`src/rtl/stage4_inst_queue.sv`:
```
// Decoded-instruction FIFO between decode and execute; wrap-bit pointers, sticky overflow.
// Optional combinational empty-queue bypass enabled by INST_QUEUE_BYPASS_EN.
module stage4_inst_queue #(
  parameter int DEPTH      = 4,
  parameter int DATA_WIDTH = 128
) (
  input  logic                     CLK,
  input  logic                     nRST,
  input  logic                     queue_wen,
  input  logic [DATA_WIDTH-1:0]    enq_data,
  input  logic [31:0]              enq_pc,
  input  logic                     deq_ready,
  input  logic                     stall_queue,
  input  logic                     flush_queue,
  output logic                     deq_valid,
  output logic [DATA_WIDTH-1:0]    deq_data,
  output logic [31:0]              deq_pc,
  output logic                     is_queue_full,
  output logic [$clog2(DEPTH):0]   count,
  output logic                     overflow
);

  localparam int AW = $clog2(DEPTH);
  localparam int PW = AW + 1;

  logic [DATA_WIDTH-1:0] r_mem_data [DEPTH];
  logic [31:0]           r_mem_pc   [DEPTH];
  logic [PW-1:0]         r_wptr;
  logic [PW-1:0]         r_rptr;
  logic                  r_overflow;

  logic                  w_empty;
  logic                  w_full;
  logic                  w_bypass;
  logic                  w_deq_fire;
  logic                  w_enq_fire;
  logic                  w_wr;
  logic                  w_rd;

  assign w_empty = (r_wptr == r_rptr);
  assign w_full  = (r_wptr[AW-1:0] == r_rptr[AW-1:0]) && (r_wptr[AW] != r_rptr[AW]);

`ifdef INST_QUEUE_BYPASS_EN
  // Empty queue forwards the incoming bundle straight to the head.
  assign w_bypass  = w_empty & queue_wen & ~flush_queue;
  assign deq_valid = ~w_empty | w_bypass;
  assign deq_data  = w_bypass ? enq_data : r_mem_data[r_rptr[AW-1:0]];
  assign deq_pc    = w_bypass ? enq_pc   : r_mem_pc[r_rptr[AW-1:0]];
`else
  assign w_bypass  = 1'b0;
  assign deq_valid = ~w_empty;
  assign deq_data  = r_mem_data[r_rptr[AW-1:0]];
  assign deq_pc    = r_mem_pc[r_rptr[AW-1:0]];
`endif

  assign w_deq_fire = deq_valid & deq_ready & ~stall_queue;
  assign w_enq_fire = queue_wen & ~flush_queue & (~w_full | w_deq_fire);

  // A bundle consumed through the bypass never touches storage or pointers.
  assign w_wr = w_enq_fire & ~(w_bypass & w_deq_fire);
  assign w_rd = w_deq_fire & ~w_empty;

  assign is_queue_full = w_full;
  assign count         = r_wptr - r_rptr;
  assign overflow      = r_overflow;

  always_ff @(posedge CLK) begin
    if (!nRST) begin
      r_wptr     <= '0;
      r_rptr     <= '0;
      r_overflow <= 1'b0;
    end else if (flush_queue) begin
      r_wptr <= '0;
      r_rptr <= '0;
    end else begin
      if (w_wr) r_wptr <= r_wptr + PW'(1);
      if (w_rd) r_rptr <= r_rptr + PW'(1);
      if (queue_wen & ~w_enq_fire) r_overflow <= 1'b1;
    end
  end

  always_ff @(posedge CLK) begin
    if (w_wr) begin
      r_mem_data[r_wptr[AW-1:0]] <= enq_data;
      r_mem_pc[r_wptr[AW-1:0]]   <= enq_pc;
    end
  end

endmodule

```
`config.mk`:
```
export PLATFORM = sky130hd
export DESIGN_NAME = stage4_inst_queue
export DESIGN_NICKNAME = d
export VERILOG_FILES = /design/src/rtl/stage4_inst_queue.sv
export SDC_FILE = /design/constraint.sdc
export NUM_CORES = 1
export LEC_CHECK = 0
export BUFFER_PORTS_ARGS = -buffer_cell sky130_fd_sc_hd__buf_4
export CAP_MARGIN = 5
export CORE_ASPECT_RATIO = 1.1
export CORE_MARGIN = 2
export CORE_UTILIZATION = 61
export DETAILED_ROUTE_END_ITERATION = 7
export PLACE_DENSITY = 0.84
export SYNTH_ARGS = -nofsm -noshare
export SYNTH_HDL_FRONTEND = slang
export SYNTH_SLANG_ARGS = --single-unit
```
`constraint.sdc`:
```
create_clock -name CLK -period 29.5 [get_ports CLK]
set_input_delay 5.9 -clock CLK [delete_from_list [all_inputs] [get_ports CLK]]
set_output_delay 5.9 -clock CLK [all_outputs]
set_load 0.005 [all_outputs]
```
* Yosys cells after proc, flatten, opt, wreduce, memory -nomap -nowiden
Memories as Yosys holds them, arrays and structs flattened. A register that Yosys moved wholly into a read port is not among the register bits. Cells that the tools add are included.
Cells by class: add/subtract/negate cells 3, eq/ne operators 3, muxes and demuxes 6, bitwise gates (word level) 13, reductions and logical operators 3
Operators by type and width (number):
- 2-to-1 mux 2 bit | 4
- adder 3 x 1 -> 3 bit, second input constant | 2
- bitwise AND 1 bit | 6
- NOT 1 bit | 6
- == test 3 bit | 1
- subtractor 3 bit | 1
- == test 2 bit | 1
- 2-to-1 mux 1 bit | 2
- AND reduction 2 bit | 1
- OR reduction 2 bit | 1
- logical AND 1 bit | 1
- inequality test 1 bit | 1
- bitwise OR 1 bit | 1
Storage, ports and cells: register bits 7, memory bits (writable) 640, output and inout port bits 166, logic and storage cells 33, memories kept 2
Memories:
- r_mem_data | depth 4, bits a word 128, read ports 1, clocked after Yosys merged registers in 1, wr ports 1, line 26 | logic [DATA_WIDTH-1:0] r_mem_data [DEPTH];
- r_mem_pc | depth 4, bits a word 32, read ports 1, clocked after Yosys merged registers in 1, wr ports 1, line 27 | logic [31:0] r_mem_pc [DEPTH];

* Longest topological paths before layout
Gate-level depths: netlist of the first run.
depth in word-level cells 9, mapped depth 5

* Least setup slack after synthesis of the first run
OpenSTA, ideal clock, no wires.
path kind in2reg, start input port deq_ready, end memory r_mem_data[3][0], enable pin, arrival time 12.934 ns, required time 28.817 ns, path slack 15.883 ns, cell stages on the path 3, path buffers 0, path through nor2b_1 -> o311ai_2 -> nor2_1
Between the ends: word-level cells in the longest chain between the ends 6
Ends and longest elaborated chain:
- start, declared | line 12 | input logic deq_ready,
- bitwise AND 1 bit (2 in a row) | line 56 | assign w_deq_fire = deq_valid & deq_ready & ~stall_queue;
- bitwise OR 1 bit | line 57 | assign w_enq_fire = queue_wen & ~flush_queue & (~w_full | w_deq_fire);
- bitwise AND 1 bit | line 57
- 2-to-1 mux 1 bit | line 83 | if (w_wr) begin
- 2-to-1 mux 1 bit (not written as such) | line 84 | r_mem_data[r_wptr[AW-1:0]] <= enq_data;
- end, declared | line 26
No other way between the ends.

==> results of run 1 <==
cell families (layout without fill, tap and decap cells):
family                     count (synthesis)  count (layout)  synth area share
DFF                                      649             649             0.820
other                                      0               3                 0
buffers and inverters                     42             449            0.0111
and+or+nand+nor                           25              25           0.00524
adders and majority gates                  8               8           0.00455
xor gates and xnor gates                   3               3           0.00143
muxes                                    167             167             0.155
AOI/OAI and AO/OA                          6               6           0.00217
metal layers:
metal / up-vias / routed length [um]
li1: 4602 / -
met1: 5521 / 16600
met2: 414 / 24300
met3: 72 / 4480
met4: 4 / 1150
met5: - / 33
Yosys cell counts, drive strengths merged:
| cell type | instances | share of area |
|---|---|---|
| edfxtp | 640 | 0.81 |
| mux4 | 160 | 0.15 |
| buf | 29 | 0.0090 |
| nand2 | 11 | 0.0017 |
| dfxtp | 9 | 0.0076 |
| clkbuf | 8 | 0.0013 |
| ha | 7 | 0.0037 |
| mux2i | 7 | 0.0030 |
| inv | 5 | 0.00079 |
| nand2b | 5 | 0.0013 |
| and2 | 4 | 0.0011 |
| nor2 | 2 | 0.00032 |
| nor2b | 2 | 0.00053 |
| xnor2 | 2 | 0.0011 |
| a21oi | 1 | 0.00021 |
| a31oi | 1 | 0.00026 |
| fa | 1 | 0.00085 |
| nor4 | 1 | 0.00026 |
| o211ai | 1 | 0.00032 |
| o21a | 1 | 0.00032 |
| o311ai | 1 | 0.00069 |
| o31a | 1 | 0.00037 |
| xor2 | 1 | 0.00037 |
critical path, stage by stage (launching register included):
cell     delay, ns
dfxtp_4       0.63
buf_4         0.77
buf_4         0.89
mux4_2        0.45
buf_4         0.17
where the power goes:
part / internal [W] / total [W] / switching, W
clock network: 0.000403 / 0.000709 / 0.000305
logic: 0.0000390 / 0.0000731 / 0.0000341
registers: 0.00103 / 0.00103 / 0.00000398
total: 0.00147 / 0.00181 / 0.000343
per-stage QoR:
step                      setup slack [ns]  power (W)
after floorplan                      15.88    0.00108
after global placement               20.51    0.00112
after detailed placement             20.54    0.00113
after CTS                            19.90    0.00183
after global routing                 19.76    0.00187
final                                19.98    0.00181
state kept, by name, summed over array words and instances, names as in the netlist, named ones only:
name and flops:
overflow 1, r_mem_data 512, r_mem_pc 128, r_rptr 3
r_wptr 3
cell type report:
| class | instances | area, um2 |
|---|---|---|
| repair buffers | 343 | 2590 |
| inverters | 5 | 18.8 |
| well taps | 500 | 626 |
| flip-flops and latches | 649 | 19400 |
| multi-input cells | 209 | 4010 |
| fillers | 2000 | 9770 |
| clock inverters | 26 | 260 |
| clock buffers | 75 | 1510 |
| diodes | 3 | 7.51 |
final timing paths:
kind,startpoint,to,depth (start not counted)
worst min register to register,overflow$_SDFFE_PN0P_,overflow$_SDFFE_PN0P_,1
worst max register to register,r_wptr[0]$_SDFFE_PP0P_,r_mem_data[1][107]$_DFFE_PP_,6
worst max-delay path,flop,deq_pc[26],4
worst min-delay path,overflow$_SDFFE_PN0P_,overflow$_SDFFE_PN0P_,1
==> summary.txt, run 1 <==
Outcome: finished, final reports clean
Kind of critical path: flop to output port
Routed WL per cell: 25.7 um
Critical path capture point type: output port
# setup viols final: 0
Synth warn: 0
Startpoint type of the worst setup path: flop
MaxCap Viol Count: 0
Die extent in x: 192 um
DR iter-0 viols: 899
Post_cts resized: 0
DP Cell Count: 1706
Largest net degree at the start of global routing: 111
Hpwl dp: 27.0 mm
Die height: 211 um
Initial antenna violation count: 5
RSZ-0062 raised after global routing: false
Busiest grt layer: met2
Final Hold Fails: 0
Post-Syn Area per Cell: 26.3 um2
Hold WS: 0.481 ns
Commonest non-fill, non-tap cell in the layout: edfxtp_1
Area after DPL: 0.0266 mm2
GR Util met1: 0.291
Peak supply drop: 0.0616 mV
Initial Util: 0.619
Pleak: 9.40 nW
Post-synthesis net count: 1074
Worst min path class: flop to flop
Tmin final: 9.52 ns
WL final: 46.6 mm
Global-route wire length before repair: 69.2 mm
Vias: 10613
Routed Antenna Nets: 0
Max Buffers Root-to-Sink: 3
Met3 usage: 0.0764
Fin Setup TNS: 0 ns
Worst Max-Slew Pin Slew: 1.09 ns
Latest clock arrival within the worst-skew pair: 0.59 ns
Core Util, Final: 0.744
Post-route DRC: 0
Vias per Instance: 5.86
CTS tree: yes
# H-tree levels: 2
Max Fanout on Critical Path: 68
Worst Path Required: 23.60 ns
Post-CTS Hold Buffers: 0
GRT Resource Usage Total: 0.236
IO Port Bufs: 331
Maximum clock rate: 105 MHz
Number of distinct library cells after synthesis: 25
Num rows: 75
Clock Pin Slew Worst Setup and Hold Paths: 0.06 ns
CORE AREA: 0.0382 mm2
Reg2reg setup slack: 26.07 ns
Sequential fraction of the synthesis area: 0.820
Most frequent cells in the layout: edfxtp_1 (640), buf_4 (342), mux4_2 (160)
Gpl congestion: 0.804
Cell area power density: 63.8 mW/mm2
Rel. slew slack: 0.273
Period utilization: 0.323
Slew Limit Fails: 0
Mapped Cells: 900
#FFs+latches synth: 649
Post-CTS setup buffers: 0
Num Clock Sinks: 649
Die area: 0.0404 mm2
Root Driver: clkbuf_16
IO Count: 332
GR Util met2: 0.398
Grt ovf: 0
Fin area: 0.0284 mm2
Mapped Area: 0.0237 mm2
Area Growth Syn to Fin: 20.2%
Share of cells above drive strength 1: 0.449
CTS Buf Count: 57
Final Net Count: 1439
Worst clock skew: 0.0107 ns
Crit path DAT: 3.62 ns
Non-Filler Instances: 1810
Vias in the first global route: 11433
DRT Pass-1 Iters: 5
(Power assumes the default switching activity.)
==> run 2: changes to the inputs <==
Settings changed: CORE_UTILIZATION 61 to 57, PLACE_DENSITY 0.84 to 0.79.
Clock period 29.5 ns to 8.8 ns, I/O delays scaled along.
==> run 2 against run 1 <==
Effect of this change:
- routed wire length fell by 3.3%
- clock skew increased by 0.0041 ns
- power rose to 3.4 times the previous value
- die area rose by 6.9%
- largest power group unchanged
- non-clock buffer count rose by 1
- via count up 0.23%
- core utilization is 4.7 points lower
- setup slack worse by 16 ns
- register-to-register slack got worse by 21 ns
- hold slack better by 0.016 ns
- final area is 0.81% higher
==> summary.txt, run 2 (synthesized netlist as in run 1, its figures left out) <==
Pleak: 9.50 nW (+1.1%)
Maximum clock rate: 202 MHz
Root Driver: clkbuf_16
CTS Buf Count: 61 (+7.0%)
WP buf/inv: 2 (-1)
CTS tree: yes
Period utilization: 0.563
Vias in the first global route: 11061 (-3.3%)
RSZ-0062 raised after global routing: false
Global-route wire length before repair: 67.3 mm (-2.7%)
IO Count: 332 (unchanged)
Startpoint type of the worst setup path: flop
Worst min path class: flop to flop
Vias: 10637 (+0.23%)
Final WS setup: 3.85 ns (-16.13 ns)
Crit path DAT: 3.19 ns (-0.43 ns)
Post-route DRC: 0 (unchanged)
Routed WL per cell: 24.0 um (-6.8%)
Final Hold Fails: 0 (unchanged)
Hpwl dp: 26.4 mm (-2.2%)
Crit-path max cell delay: 1.04 ns (+0.15 ns)
Most frequent cells in the layout: edfxtp_1 (640), buf_4 (343), mux4_2 (160)
Worst clock skew: 0.0147 ns (+0.00409 ns)
Grt ovf: 0 (unchanged)
Die extent in x: 198 um (+3.4%)
Fin Setup TNS: 0 ns (unchanged)
GRT Resource Usage Total: 0.212 (-0.0236)
Hold WS: 0.497 ns (+0.0162 ns)
Core Util, Final: 0.697 (-0.0468)
Initial antenna violation count: 4 (-1)
Die area: 0.0431 mm2 (+6.9%)
DP Worst Slack: 4.39 ns (-16.15 ns)
Clock Pin Slew Worst Setup and Hold Paths: 0.06 ns (about the same)
# H-tree levels: 2 (unchanged)
Max Buffers Root-to-Sink: 3 (unchanged)
Post-CTS Hold Buffers: 0 (unchanged)
CORE AREA: 0.0411 mm2 (+7.6%)
Initial Util: 0.576 (-0.0436)
Worst-path cell chain: buf_4 -> mux4_2 -> buf_4
Max Fanout on Critical Path: 66 (-2.9%)
Vias per Instance: 5.66 (-3.5%)
Share of cells above drive strength 1: 0.456 (+0.00687)
Worst Max-Slew Pin Slew: 1.06 ns (-0.0341 ns)
Critical path capture point type: output port
Cell repeated most along the worst path: buf_4
Cell area power density: 216 mW/mm2 (+240%)
Area Growth Syn to Fin: 21.2%
Tmin final: 4.95 ns
DRT Pass-1 Iters: 5 (unchanged)
WL final: 45.1 mm (-3.3%)
Die height: 218 um (+3.4%)
Rel. slew slack: 0.296 (+0.0228)
Num rows: 78 (+4.0%)
Total chip power: 0.00620 W (+240%)
Max reg flops: 512 (unchanged)
FILL cells: 2401 (+20%)
# setup viols final: 0 (unchanged)
MaxCap Viol Count: 0 (unchanged)
Final Net Count: 1444 (+0.35%)
Gpl congestion: 0.750 (-6.7%)
Kind of critical path: flop to output port
Commonest non-fill, non-tap cell in the layout: edfxtp_1
Num Clock Sinks: 649 (unchanged)
Outcome: finished, final reports clean
Latest clock arrival within the worst-skew pair: 0.60 ns (about the same)
IO Port Bufs: 331 (unchanged)
Worst Path Required: 7.04 ns (-16.56 ns)
Peak supply drop: 0.201 mV (+230%)
Routed Antenna Nets: 0 (unchanged)
Slowest CP cell: dfxtp_4
Top cell family by delay on the critical path: buffers and inverters
Slew Limit Fails: 0 (unchanged)
Largest net degree at the start of global routing: 81 (-27%)
Post-CTS setup buffers: 0 (unchanged)
Post_cts resized: 0 (unchanged)
DR iter-0 viols: 614 (-32%)
[run 2: metal layers]
layer | vias to the layer above | routed length [um] | global-route usage
met3 | 68 | 4630 | 0.0694
li1 | 4620 | - | -
met2 | 418 | 22300 | 0.342
met5 | - | 35 | 0
met4 | 6 | 924 | 0.0614
met1 | 5525 | 17200 | 0.281
[run 2: final timing paths]
check | startpoint | to | slack, ns | cells past startpoint
setup / recovery | flop | deq_data[120] | 3.85 | 3
hold / removal | overflow$_SDFFE_PN0P_ | overflow$_SDFFE_PN0P_ | 0.50 | 1
setup reg to reg | r_wptr[0]$_SDFFE_PP0P_ | r_mem_data[2][92]$_DFFE_PP_ | 5.49 | 6
hold reg to reg | overflow$_SDFFE_PN0P_ | overflow$_SDFFE_PN0P_ | 0.50 | 1
[run 2: layout make-up]
cell class                 instances  area (um2)  share of cell area
antenna                            1        2.50           0.0000873
clock buffer                      80        1690              0.0590
clock inverter                    31         238             0.00830
inverter                           5        18.8            0.000655
multi-input combinational        209        4010               0.140
sequential                       649       19400               0.677
tap                              560         701              0.0245
timing repair buffer             344        2590              0.0906
[run 2: power by group]
part	internal, W	switching, W
clock	0.00143	0.00106
sequential	0.00345	0.0000128
combinational	0.000130	0.000112
total	0.00501	0.00118
[run 2: per-stage QoR]
stage               instance area (um2)  std cells
floorplan                         23700        900
global placement                  26700       1767
detailed placement                26700       1767
CTS                               28700       1878
global route                      28700       1878
finish                            28700       1879
[run 2: worst register-to-register path, cell delays in order, from the launching register on]
cell     delay (ns)
dfxtp_1        0.39
inv_1          0.11
ha_1           0.35
and2_1         0.18
a31oi_1        0.33
and2_4         0.69
buf_4          0.83
==> run 3: changes to the inputs <==
Settings changed: CORE_UTILIZATION 57 to 51, PLACE_DENSITY 0.79 to 0.75.
Clock period 8.8 ns to 4.5 ns, I/O delays scaled along.
==> run 3 against run 2 <==
Effect of this change:
- setup slack lost 2.8 ns
- critical path depth is the same
- flip-flop and latch count is the same
- routed wire length grew 0.69%
- critical path type unchanged
- largest power group unchanged
==> summary.txt, run 3 (synthesized netlist as in run 1, its figures left out) <==
Outcome: finished, final reports clean
Kind of critical path: flop to output port
Final Hold Fails: 0 (unchanged)
Largest net degree at the start of global routing: 63 (-22%)
Tmin final: 3.45 ns
Num Clock Sinks: 649 (unchanged)
Vias: 10669 (+0.30%)
Routed WL per cell: 23.6 um (-1.7%)
Area Growth Syn to Fin: 22.8%
Max Fanout on Critical Path: 33 (-50%)
Global-route wire length before repair: 67.9 mm (+0.88%)
Post-CTS setup buffers: 0 (unchanged)
Rel. slew slack: 0.458 (+0.162)
Fin Setup TNS: 0 ns (unchanged)
Clock Pin Slew Worst Setup and Hold Paths: 0.06 ns (about the same)
# H-tree levels: 2 (unchanged)
Commonest non-fill, non-tap cell in the layout: edfxtp_1
Worst Path Required: 3.60 ns (-3.44 ns)
Critical path capture point type: output port
Max Buffers Root-to-Sink: 3 (unchanged)
GRT Resource Usage Total: 0.189 (-0.0232)
Startpoint type of the worst setup path: flop
CORE AREA: 0.0457 mm2 (+11%)
Most frequent cells in the layout: edfxtp_1 (640), buf_4 (350), mux4_2 (160)
Worst min path class: flop to flop
Die extent in x: 209 um (+5.6%)
Num rows: 82 (+5.1%)
Die height: 230 um (+5.6%)
Max reg flops: 512 (unchanged)
Die area: 0.0481 mm2 (+12%)
Crit path DAT: 2.55 ns (-0.64 ns)
Latest clock arrival within the worst-skew pair: 0.59 ns (about the same)
CTS tree: yes
Hpwl dp: 28.4 mm (+7.2%)
Maximum clock rate: 289 MHz
Initial antenna violation count: 1 (-3)
Final Net Count: 1463 (+1.3%)
Initial Util: 0.518 (-0.0576)
Fin area: 0.0291 mm2 (+1.4%)
Post_cts resized: 0 (unchanged)
MaxCap Viol Count: 0 (unchanged)
IO Count: 332 (unchanged)
Worst clock skew: 0.0128 ns (-0.00195 ns)
Vias in the first global route: 11211 (+1.4%)
Slew Limit Fails: 0 (unchanged)
Cell area power density: 423 mW/mm2 (+96%)
Peak supply drop: 0.336 mV (+68%)
Met3 usage: 0.0636 (-0.00580)
Pleak: 9.65 nW (+1.6%)
DR iter-0 viols: 901 (+47%)
GR Util met1: 0.255 (-0.0260)
Period utilization: 0.768
IO Port Bufs: 331 (unchanged)
Area after DPL: 0.0271 mm2 (+1.4%)
Routed Antenna Nets: 0 (unchanged)
Vias per Instance: 5.54 (-2.1%)
Final WS setup: 1.05 ns (-2.80 ns)
DRT Pass-1 Iters: 7 (+2)
Grt ovf: 0 (unchanged)
GR Util met2: 0.300 (-0.0415)
Root Driver: clkbuf_16
RSZ-0062 raised after global routing: false
Post-CTS Hold Buffers: 0 (unchanged)
Busiest grt layer: met2
Diodes inserted: 0 (-1)
Post-route DRC: 0 (unchanged)
Worst Max-Slew Pin Slew: 0.814 ns (-0.242 ns)
CTS Buf Count: 59 (-3.3%)
Share of cells above drive strength 1: 0.456 (about the same)
WL final: 45.4 mm (+0.69%)
Gpl congestion: 0.812 (+8.2%)
# setup viols final: 0 (unchanged)
DP Worst Slack: 1.54 ns (-2.85 ns)
## run 3: worst paths after layout
| path | end | depth (start not counted) | slack [ns] | start |
|---|---|---|---|---|
| hold reg to reg | overflow$_SDFFE_PN0P_ | 1 | 0.47 | overflow$_SDFFE_PN0P_ |
| setup reg to reg | r_mem_data[1][98]$_DFFE_PP_ | 6 | 1.74 | r_wptr[0]$_SDFFE_PP0P_ |
| hold / removal | overflow$_SDFFE_PN0P_ | 1 | 0.47 | overflow$_SDFFE_PN0P_ |
| setup / recovery | deq_pc[6] | 3 | 1.05 | flop |
## run 3: cell type report
class | instances | area, um2
clock buffer | 81 | 1600
clock inverter | 28 | 357
fill | 2988 | 16600
inverter | 5 | 18.8
multi-input combinational | 209 | 4010
sequential | 649 | 19400
tap | 588 | 736
timing repair buffer | 365 | 2930
## run 3: worst max-delay path, cell delays in order, from the launching register on
cell     delay, ns
dfxtp_4       0.85
buf_4         0.39
mux4_2        0.55
buf_4         0.15
## run 3: power breakdown
part           internal, W  total, W  switching (W)
registers          0.00675   0.00677      0.0000245
clock network      0.00299   0.00503        0.00204
logic             0.000266  0.000487       0.000221
## run 3: metal layers
| layer | wire length (um) | up-vias |
|---|---|---|
| met5 | 12 | - |
| met4 | 913 | 2 |
| met3 | 3770 | 63 |
| met2 | 22300 | 369 |
| met1 | 18400 | 5577 |
| li1 | - | 4658 |
## run 3: stage by stage
step | hold slack, ns | total power, W | util | instances
after CTS | 0.460 | 0.0124 | 0.636 | 1925
after global placement | 0.455 | 0.00737 | 0.593 | 1816
after floorplan | 0.464 | 0.00705 | - | 900
final | 0.473 | 0.0123 | 0.636 | 1925
after global routing | 0.463 | 0.0127 | 0.636 | 1925
after detailed placement | 0.455 | 0.00739 | 0.593 | 1816
